File: src/rtl/bcd_pkg.sv
`default_nettype none
// +--------------------------------------------------------------------------+
// | Module      : bcd_pkg                                                    |
// | Description : Shared types and constants for the single-digit BCD adder. |
// |               digit_t  - one 4-bit BCD digit                             |
// |               BCD_MAX  - largest legal BCD digit value (9)               |
// |               BCD_CORR - decimal correction added when sum exceeds 9     |
// | Revision    : 1.0 - initial release                                      |
// +--------------------------------------------------------------------------+
package bcd_pkg;

  typedef logic [3:0] digit_t;

  localparam digit_t BCD_MAX  = 4'd9;
  localparam digit_t BCD_CORR = 4'd6;

endpackage : bcd_pkg
`default_nettype wire

File: src/rtl/bcd_fadd_1digit_fadd4.sv
`default_nettype none
// +--------------------------------------------------------------------------+
// | Module      : fadd4                                                      |
// | Description : Purely combinational 4-bit binary adder with carry in and  |
// |               carry out. Together {cout, s} is the full 5-bit sum.       |
// | Ports       : a, b  - 4-bit addends                                      |
// |               cin   - carry in                                           |
// |               s     - low 4 bits of a + b + cin                          |
// |               cout  - bit 4 of a + b + cin                               |
// | Revision    : 1.0 - initial release                                      |
// +--------------------------------------------------------------------------+
module fadd4
  import bcd_pkg::*;
(
  input  digit_t a,
  input  digit_t b,
  input  logic   cin,
  output digit_t s,
  output logic   cout
);

  assign {cout, s} = {1'b0, a} + {1'b0, b} + {4'b0000, cin};

endmodule : fadd4
`default_nettype wire

File: src/rtl/bcd_fadd_1digit.sv
`default_nettype none
// +--------------------------------------------------------------------------+
// | Module      : bcd_fadd_1digit                                            |
// | Description : One-digit BCD full adder. Binary sum from fadd4, then the  |
// |               +6 decimal correction when the sum exceeds 9, registered   |
// |               at the output. IN_REG=1 adds an input stage (latency 2),   |
// |               IN_REG=0 gives latency 1. No backpressure.                 |
// | Config      : `define BCD_INPUT_CHECK_EN flags non-BCD inputs (>9) on    |
// |               err and forces sum/cout to 0; otherwise err is tied to 0.  |
// | Ports       : clk, rst (async, active-high)                              |
// |               in_valid, a, b, cin      - operand digits and carry in     |
// |               out_valid, sum, cout, err - result; sum/cout/err hold      |
// |                                          their values while idle         |
// | Revision    : 1.0 - initial release                                      |
// +--------------------------------------------------------------------------+
module bcd_fadd_1digit
  import bcd_pkg::*;
#(
  parameter int IN_REG = 0
) (
  input  logic       clk,
  input  logic       rst,
  input  logic       in_valid,
  input  logic [3:0] a,
  input  logic [3:0] b,
  input  logic       cin,
  output logic       out_valid,
  output logic [3:0] sum,
  output logic       cout,
  output logic       err
);

  // Operands as seen by the adder (either raw ports or the input stage)
  digit_t w_a;
  digit_t w_b;
  logic   w_cin;
  logic   w_v;

  generate
    if (IN_REG != 0) begin : g_in_reg
      digit_t r_a;
      digit_t r_b;
      logic   r_cin;
      logic   r_v;

      // Operand registers load only on a valid beat; the valid bit
      // follows in_valid every cycle so bubbles propagate.
      always_ff @(posedge clk or posedge rst) begin
        if (rst) begin
          r_a   <= '0;
          r_b   <= '0;
          r_cin <= 1'b0;
          r_v   <= 1'b0;
        end else begin
          r_v <= in_valid;
          if (in_valid) begin
            r_a   <= a;
            r_b   <= b;
            r_cin <= cin;
          end
        end
      end

      assign w_a   = r_a;
      assign w_b   = r_b;
      assign w_cin = r_cin;
      assign w_v   = r_v;
    end else begin : g_no_in_reg
      assign w_a   = a;
      assign w_b   = b;
      assign w_cin = cin;
      assign w_v   = in_valid;
    end
  endgenerate

  // Binary sum 0..31
  digit_t w_s;
  logic   w_co;

  fadd4 u_fadd4 (
    .a    (w_a),
    .b    (w_b),
    .cin  (w_cin),
    .s    (w_s),
    .cout (w_co)
  );

  logic       w_over;
  digit_t     w_sum_corr;
  logic       w_bad;
  digit_t     w_nxt_sum;
  logic       w_nxt_cout;

  // Decimal overflow when the 5-bit sum is 10 or more. Adding 6 to the
  // low nibble is the same as (s+6)[3:0] since bit 4 is discarded anyway.
  assign w_over     = ({w_co, w_s} > {1'b0, BCD_MAX});
  assign w_sum_corr = w_s + BCD_CORR;

`ifdef BCD_INPUT_CHECK_EN
  assign w_bad = (w_a > BCD_MAX) || (w_b > BCD_MAX);
`else
  assign w_bad = 1'b0;
`endif

  assign w_nxt_sum  = w_bad ? 4'd0 : (w_over ? w_sum_corr : w_s);
  assign w_nxt_cout = ~w_bad & w_over;

  logic   r_out_valid;
  digit_t r_sum;
  logic   r_cout;
  logic   r_err;

  // Result registers update only on a valid beat and hold otherwise.
  always_ff @(posedge clk or posedge rst) begin
    if (rst) begin
      r_out_valid <= 1'b0;
      r_sum       <= '0;
      r_cout      <= 1'b0;
      r_err       <= 1'b0;
    end else begin
      r_out_valid <= w_v;
      if (w_v) begin
        r_sum  <= w_nxt_sum;
        r_cout <= w_nxt_cout;
        r_err  <= w_bad;
      end
    end
  end

  assign out_valid = r_out_valid;
  assign sum       = r_sum;
  assign cout      = r_cout;
  assign err       = r_err;

endmodule : bcd_fadd_1digit
`default_nettype wire

File: config.mk
export PLATFORM = sky130hd
export DESIGN_NAME = bcd_fadd_1digit
export DESIGN_NICKNAME = d
export VERILOG_FILES = /design/src/rtl/bcd_pkg.sv /design/src/rtl/bcd_fadd_1digit_fadd4.sv /design/src/rtl/bcd_fadd_1digit.sv
export SDC_FILE = /design/constraint.sdc
export NUM_CORES = 1
export LEC_CHECK = 0
export CAP_MARGIN = 20
export CORE_MARGIN = 5
export CORE_UTILIZATION = 32
export DETAILED_ROUTE_END_ITERATION = 10
export SYNTH_ARGS = -nofsm -noshare
export SYNTH_HDL_FRONTEND = slang
export SYNTH_SLANG_ARGS = --single-unit
File: constraint.sdc
create_clock -name clk -period 1.9 [get_ports clk]
set_input_delay 0.38 -clock clk [delete_from_list [all_inputs] [get_ports clk]]
set_output_delay 0.38 -clock clk [all_outputs]
set_load 0.03 [all_outputs]
# [Yosys cells after proc, flatten, opt, wreduce, memory -nomap -nowiden]
# Cells that the tools add are included.
# Widths: inputs -> output; s select.
[classes] add_sub_neg=3 magnitude_cmp=1 n_mux=1
[op_table] operator="$add 4x4->5" count=1
[op_table] operator="$add 5x1->5" count=1
[op_table] operator="$gt 5x4->1 const B" count=1
[op_table] operator="$add 4x3->4 const B" count=1
[op_table] operator="$mux 4" count=1
[word_totals] reg_bits=6 output_inout_bits=7 word_cells=8

# [Depth between registers and ports, before layout]
# Gate-level depths: netlist (run 1).
[depth] word_depth=4 ltp_mapped=8 mapped_depth_nobuf=8

# [Hierarchy]
# Synthesis (run 1) repeated with hierarchy kept, for this count alone.
[unflattened] hier_cells=46 hier_area_um2=483.0
[by_module_without_submodules] mod="bcd_fadd_1digit" instances=1 cells_per_inst=30 area_per_inst_um2=339.1 seq_area_each_um2=150.1
[by_module_without_submodules] mod="fadd4" instances=1 cells_per_inst=16 area_per_inst_um2=143.9 seq_area_each_um2=0.0

# [Least setup slack after synthesis (run 1)]
# Ideal clock, no wire load.
[synth_path] kind="input to register" startpoint="in a[0]" endpoint="reg r_sum[1] (netlist: sum[1])" arrival_time_ps=2622 path_slack_ps=-790 stages=8 n_path_buf=0 cell_sequence="fa_1 > fa_1 > xnor2_1 > ha_1 > and2b_1 > and3_4 > or4_1 > nand3_1"
[synth_between] elab_chain_len=4 word_cells_on_any_way=5 cone_classes="add/sub (3); order compare (1); mux (1)"
[synth_rtl] element="start, declared" line="bcd_fadd_1digit.sv:24" source="input logic [3:0] a,"
[synth_rtl] element="$add 4x4->5 (*)" line="bcd_fadd_1digit_fadd4.sv:22" source="assign {cout, s} = {1'b0, a} + {1'b0, b} + {4'b0000, cin};"
[synth_rtl] element="$add 5x1->5 (*)" line="bcd_fadd_1digit_fadd4.sv:22"
[synth_rtl] element="$add 4x3->4 or $gt 5x4->1 (tied branches)" line="bcd_fadd_1digit.sv:97, bcd_fadd_1digit.sv:96"
[synth_rtl] element="$mux 4 (*)" line="bcd_fadd_1digit.sv:105" source="assign w_nxt_sum = w_bad ? 4'd0 : (w_over ? w_sum_corr : w_s);"
[synth_rtl] element="end signal, assigned" line="bcd_fadd_1digit.sv:123" source="r_sum <= w_nxt_sum;"
[synth_rtl] element="end, declared" line="bcd_fadd_1digit.sv:109" source="digit_t r_sum;"
# Mark *: on every way between the ends. The rest lies on a longest branch, timed or not.
# A chain may end at the register's enable or synchronous reset.

# [Worst setup path after layout (run 1)]
[layout_path] startpoint="in cin" endpoint="reg r_sum[1] (netlist: sum[1])"
[layout_between] elab_chain_len=3 word_cells_on_any_way=4 cone_classes="add/sub (2); order compare (1); mux (1)"
[layout_rtl] element="start, declared" line="bcd_fadd_1digit.sv:26" source="input logic cin,"
[layout_rtl] element="$add 5x1->5 (*)" line="bcd_fadd_1digit_fadd4.sv:22"
[layout_rtl] element="$add 4x3->4 or $gt 5x4->1 (tied branches)" line="bcd_fadd_1digit.sv:97, bcd_fadd_1digit.sv:96"
[layout_rtl] element="$mux 4 (*)" line="bcd_fadd_1digit.sv:105"
# Marks and branches as above.

==> impl_metrics.py, run 1 <==
metrics = {
    "outcome": {
        "status": "finished with violations",
        "violations": "setup timing",
    },
    "finish": {
        "drive_gt1_share_pct": 45.9,
        "syn2layout_area_growth_pct": 83.5,
        "fin_area_um2": 1000,
        "mostFrequentLayoutCell": "buf_4",
        "num_antenna_cells": 0,
        "nets": 118,
        "layout_common_cells": "buf_4 (20), clkdlybuf4s50_1 (12), dfrtp_1 (6)",
    },
    "sta": {
        "finalMaxSlewViolations": 0,
        "fin_crit_ns": 2.35,
        "clock_skew_ns": 0,
        "finalWorstSetupSlack_ns": -0.455,
        "rsz0062_at_grt": "yes",
        "hold_viol_final": 0,
        "min_period_over_period_pct": 124,
        "setup_viol": 4,
        "fmax_mhz": 425,
    },
    "drt": {
        "wire_per_inst_um": 12.6,
        "drcViolationCount": 0,
        "antenna_left": 0,
        "num_vias": 580,
        "wirelength_mm": 1.44,
        "avgViaCountPerCell": 5.04,
        "first_pass_iters": 4,
        "first_iter_violations": 7,
    },
    "cts": {
        "htreeDepth": 1,
        "cts_buffers": 3,
        "clk_path_buf_depth": 2,
        "clk_pin_slew_ns": 0.04,
        "clk_latency_ns": 0.23,
        "cts_tree": "built",
        "clockRootBuffer": "clkbuf_4",
        "clock-sinks": 6,
    },
    "die": {
        "dieArea_um2": 2640,
        "core_um2": 1670,
        "rows": 15,
        "die_h_um": 51.3,
        "ios": 19,
        "start_util_pct": 32.7,
        "fp.dieW_um": 51.3,
    },
    "worst_setup_path": {
        "crit_path_start_kind": "input port",
        "slowest_delay_ns": 0.42,
        "regToRegSetupSlack_ns": 1.03,
        "crit_path_end_kind": "flip-flop",
        "cp_top_family": "adder cells",
        "path_buf_inv": 1,
        "critPathKind": "in -> reg",
        "cp_max_fo": 4,
        "r2r-start": "sum[1]",
        "cp.required_ns": 2.07,
        "slowest_stage": "fa_2",
        "crit_top_cell": "fa_2",
        "worst_r2r_path_depth": 3,
        "r2r_end": "sum[1]",
        "critPathArrivalTime_ns": 2.53,
        "path_cells": "buf_6 > fa_2 > fa_2 > xnor2_4 > ha_4 > and2b_2 > and3_4 > or4_1 > nand3_1",
    },
    "pwr": {
        "pwr-share-seq_pct": 22.3,
        "p_switching_mw": 0.279,
        "p_sw_share_pct": 36.5,
        "peakVddDrop_mv": 0.301,
        "p_int_mw": 0.485,
        "pwr-share-clk_pct": 14.5,
        "p_leak_nw": 0.440,
        "power_frac_comb_pct": 63.2,
        "power.density_nw_per_um2": 762,
    },
    "placement": {
        "post-dp-hpwl_mm": 1.10,
        "pre_cts_slack_ns": -1.05,
        "placed_area_um2": 846,
        "numPortBuffers": 17,
        "place_congestion": 0.752,
    },
    "global_route": {
        "antenna_found_initial": 0,
        "grt_pass1_vias": 594,
        "grt_overflow": 0,
        "grt_pass1_wl_mm": 2.34,
        "grt_max_degree": 7,
        "grt_usage_pct": 11.6,
    },
    "synthesis": {
        "synth_nets": 76,
        "ys_types": 33,
        "synth_seq_cells": 6,
        "ys_seq_area_share_pct": 27.5,
        "syn_inst": 58,
        "synth_warnings": 0,
        "synthesis.area_um2": 547,
        "syn_avg_cell_area_um2": 9.43,
    },
    "worst_hold_path": {
        "hold_path_class": "in -> async",
    },
    "job": {
        "cap_violations": 0,
    },
}
==> state kept, by name, indices dropped and copies added (netlist names) <==
| signal | count |
|---|---|
| sum | 4 |
| out_valid | 1 |
| cout | 1 |
==> kinds of logic after synthesis <==
logic type	after synthesis	share of synthesized area, %
AND/OR/NAND/NOR	18	20.1
AO/OA/AOI/OAI	17	23.6
buffers and inverters	7	6.18
adder cells (fa/ha/maj)	6	16.5
flip-flops	6	27.5
multiplexers	2	3.89
other	1	0.686
XOR/XNOR	1	1.60
==> Yosys cell counts (all sizes together) <==
| library cell | n | area [um2] |
|---|---|---|
| a211oi | 3 | 22.5 |
| a21bo | 1 | 10.0 |
| a21oi | 3 | 18.8 |
| a221oi | 1 | 8.76 |
| a22o | 1 | 8.76 |
| a311oi | 1 | 8.76 |
| a31o | 1 | 8.76 |
| a31oi | 2 | 12.5 |
| and2b | 2 | 17.5 |
| and3 | 1 | 11.3 |
| buf | 2 | 15.0 |
| conb | 1 | 3.75 |
| dfrtp | 6 | 150 |
| fa | 2 | 40.0 |
| ha | 4 | 50.1 |
| inv | 5 | 18.8 |
| mux2 | 1 | 11.3 |
| mux2i | 1 | 10.0 |
| nand2 | 2 | 7.51 |
| nand2b | 1 | 6.26 |
| nand3 | 3 | 20.0 |
| nand3b | 1 | 7.51 |
| nor2 | 5 | 18.8 |
| nor2b | 1 | 6.26 |
| nor3b | 1 | 7.51 |
| o2111ai | 2 | 17.5 |
| o21ai | 1 | 5.00 |
| o21bai | 1 | 7.51 |
| or4 | 1 | 7.51 |
| xnor2 | 1 | 8.76 |
==> worst reg2reg max path, cell delays in order, from the launching register on <==
cell and delay (ns):
dfrtp_1 0.37, and2b_4 0.16, a31oi_1 0.13, nand3_1 0.09
==> what timing repair did <==
action	4_1_cts	5_1_grt
buffers inserted	8	1
pin swaps	9	8
endpoints found under the setup margin	4	4
resized for setup	21	9
hold buffers	0	0
==> per-stage QoR <==
step	power [mW]	util [%]	setup TNS, ns	instances	hold WS, ns
6_report	0.764	60.1	-1.70	115	0.355
5_1_grt	0.815	60.1	-1.99	115	0.380
4_1_cts	0.723	56.3	-1.48	114	0.357
3_5_place_dp	0.550	50.6	-3.80	103	0.478
3_3_place_gp	0.545	50.6	-3.62	103	0.473
2_1_floorplan	0.398	-	-1.58	58	0.171
==> worst max-delay path by stage <==
stage,depth (start not counted),startpoint,end
after CTS,9,a[0],sum[1]
after global placement,9,cin,sum[1]
after floorplan,8,cin,sum[1]
final,9,cin,sum[1]
after detailed placement,9,cin,sum[1]
after global routing,10,cin,sum[1]
==> final cells by class <==
class	count	area [um2]
Clock buffer	3	22.5
Sequential cell	6	150
Inverter	5	18.8
Multi-Input combinational cell	45	453
Timing Repair Buffer	39	338
Tap cell	17	21.3
Fill cell	137	667
==> power groups by stage <==
stage / sequential, mW / combinational [mW] / clock, mW
floorplan: 0.232 / 0.166 / 0
global placement: 0.172 / 0.373 / 0
detailed placement: 0.173 / 0.377 / 0
CTS: 0.171 / 0.435 / 0.117
global route: 0.174 / 0.518 / 0.123
finish: 0.171 / 0.483 / 0.111
==> routing by layer <==
layer,vias up,routed length [um],global-route usage (%)
li1,294,-,-
met1,266,533,12.1
met2,20,803,21.9
met3,0,107,3.21
met4,0,0,3.93
met5,-,0,0
Note: power is estimated with default switching activity, not from simulation.
==> run 2: changes to the inputs <==
- CELL_PAD_IN_SITES_DETAIL_PLACEMENT: default -> 1
- CELL_PAD_IN_SITES_GLOBAL_PLACEMENT: default -> 2
- CORE_UTILIZATION: 32 -> 26
- PLACE_DENSITY_LB_ADDON: default -> 0.1
- SYNTH_HIERARCHICAL: default -> 1
==> run 2 against run 1 <==
Effect of this change: the flow still finishes with violations (setup timing); critical path depth increased by 2; via count decreased by 26%; worst setup slack better by 0.12 ns; hold slack gained 0.0011 ns; largest power group unchanged.
==> impl_metrics.py, run 2 <==
metrics = {
    "finish": {
        "finalNonFillerCells": 103,
        "drive_gt1_share_pct": 48.7,
        "post-route-util_pct": 47.3,
        "largest_reg_flops": 4,
        "mostFrequentLayoutCell": "buf_4",
        "nets": 99,
        "layout_common_cells": "buf_4 (14), clkdlybuf4s50_1 (12), dfrtp_1 (6)",
        "fin_area_um2": 826,
        "syn2layout_area_growth_pct": 71.0,
        "num_antenna_cells": 0,
    },
    "worst_setup_path": {
        "cp_max_fo": 3,
        "crit_path_start_kind": "input port",
        "regToRegSetupSlack_ns": 1.14,
        "worst_r2r_path_depth": 1,
        "crit_path_end_kind": "flip-flop",
        "r2r_end": "sum[2]",
        "r2r-start": "sum[2]",
        "critPathKind": "in -> reg",
        "cp.required_ns": 2.02,
        "critPathArrivalTime_ns": 2.36,
    },
    "synthesis": {
        "syn_inst": 46,
        "synthesis.area_um2": 483,
        "yosys.area.top_type": "dfrtp_1",
        "synth_warnings": 6,
        "synth_nets": 65,
        "ys_seq_area_share_pct": 31.1,
        "synthArstFlopShare_pct": 100,
        "synth_edf_count": 0,
        "synth_top_area_share_pct": 31.1,
        "syn_avg_cell_area_um2": 10.5,
        "ys_types": 23,
        "ys.flop_type": "dfrtp_1",
        "ys_top_cells_by_area": "dfrtp_1 (31%), ha_1 (13%), fa_1 (8.3%)",
        "synth_most_common_cell": "inv_1",
        "synth_seq_cells": 6,
        "netlist_top_cells_count": "inv_1 (8), dfrtp_1 (6), ha_1 (5)",
    },
    "placement": {
        "placed_area_um2": 733,
        "dp_cells": 93,
        "pre_cts_slack_ns": -1.08,
        "post-dp-hpwl_um": 939,
        "numPortBuffers": 17,
        "place_congestion": 0.666,
    },
    "global_route": {
        "met3_usage_pct": 1.69,
        "antenna_found_initial": 0,
        "grt_overflow": 0,
        "grt_pass1_wl_mm": 1.79,
        "met1_usage_pct": 7.99,
        "grt_max_degree": 7,
        "grt_usage_pct": 8.92,
        "grt_pass1_vias": 473,
        "grt_most_used_layer": "met2",
        "grtUsageMet2_pct": 17.4,
    },
    "pwr": {
        "peakVddDrop_mv": 0.297,
        "finalPower_mw": 0.699,
        "power.density_nw_per_um2": 846,
        "p_leak_nw": 0.389,
    },
    "die": {
        "dieArea_um2": 2820,
        "die_h_um": 53.1,
        "start_util_pct": 27.7,
        "fp.dieW_um": 53.1,
        "rows": 15,
        "core_um2": 1750,
        "ios": 19,
    },
    "outcome": {
        "violations": "setup timing",
        "status": "finished with violations",
    },
    "drt": {
        "drcViolationCount": 0,
        "first_pass_iters": 2,
        "wirelength_mm": 1.05,
        "antenna_left": 0,
        "first_iter_violations": 2,
        "num_vias": 431,
        "avgViaCountPerCell": 4.18,
        "wire_per_inst_um": 10.2,
    },
    "cts": {
        "postCtsHoldBufs": 0,
        "clockRootBuffer": "clkbuf_4",
        "clk_pin_slew_ns": 0.04,
        "cts_buffers": 3,
        "clk_latency_ns": 0.24,
        "htreeDepth": 1,
        "clk_path_buf_depth": 2,
        "cts_tree": "built",
        "clock-sinks": 6,
    },
    "sta": {
        "hold_viol_final": 0,
        "clock_skew_ns": 0,
        "fmax_mhz": 448,
        "rsz0062_at_grt": "yes",
        "finalWorstSetupSlack_ns": -0.332,
        "finalMaxSlewViolations": 0,
        "setup_viol": 4,
        "fin_crit_ns": 2.23,
        "min_period_over_period_pct": 117,
    },
    "job": {
        "cap_violations": 0,
    },
    "worst_hold_path": {
        "hold_path_class": "in -> async",
    },
}
==> run 2: critical path, cell delays in order <==
cell,delay (ns)
buf_6,0.09
fa_2,0.39
inv_2,0.06
fa_2,0.42
inv_2,0.09
inv_4,0.05
ha_4,0.15
a21bo_4,0.21
a31oi_4,0.17
mux2i_1,0.10
mux2_4,0.26
==> run 2: report_power, final <==
group | total (mW) | switching (mW) | internal [mW]
Sequential | 0.179 | 0.0179 | 0.161
Combinational | 0.406 | 0.188 | 0.218
Clock | 0.114 | 0.0429 | 0.0712
Total | 0.699 | 0.249 | 0.450
==> run 2: how the worst max path moves through the flow <==
stage / startpoint / endpoint / slack, ns / cells past startpoint
CTS: a[0] / sum[2] / -0.34 / 11
detailed placement: cin / sum[2] / -1.08 / 11
global placement: cin / sum[2] / -1.02 / 11
finish: a[0] / sum[2] / -0.33 / 11
global route: a[0] / sum[2] / -0.39 / 11
floorplan: cin / sum[2] / -0.45 / 10
==> run 2: cell type report <==
type / count / area, um2
Sequential cell: 6 / 150
Inverter: 8 / 32.5
Timing Repair Buffer: 31 / 264
Clock buffer: 3 / 22.5
Multi-Input combinational cell: 30 / 325
Tap cell: 25 / 31.3
Fill cell: 213 / 920
==> run 2: cell families (layout without fill, tap and decap cells) <==
group,count (synthesis),after routing,share of synthesized area [%]
buffers and inverters,10,42,8.55
flip-flops,6,6,31.1
adder cells (fa/ha/maj),7,7,21.2
XOR/XNOR,3,3,5.44
AO/OA/AOI/OAI,8,8,14.2
AND/OR/NAND/NOR,7,7,9.07
multiplexers,4,4,9.58
other,1,1,0.776
==> run 2: repair_timing <==
item | CTS | global route
pin swaps | 7 | 3
hold endpoints to repair | 0 | 0
setup buffers | 7 | 0
endpoints found under the setup margin | 4 | 4
resized for setup | 23 | 1
==> run 2: routing by layer <==
| layer | share of wire, % | wire length, um | vias to the layer above |
|---|---|---|---|
| li1 | - | - | 211 |
| met5 | 0 | 0 | - |
| met3 | 3.8 | 40 | 2 |
| met1 | 39 | 408 | 201 |
| met2 | 56 | 584 | 17 |
| met4 | 1.6 | 17 | 0 |
==> run 2: through the flow <==
| step | hold slack, ns | setup TNS (ns) |
|---|---|---|
| 4_1_cts | 0.356 | -1.12 |
| 5_1_grt | 0.366 | -1.33 |
| 3_5_place_dp | 0.512 | -4.11 |
| 2_1_floorplan | 0.171 | -1.25 |
| 3_3_place_gp | 0.499 | -3.83 |
| 6_report | 0.357 | -1.11 |
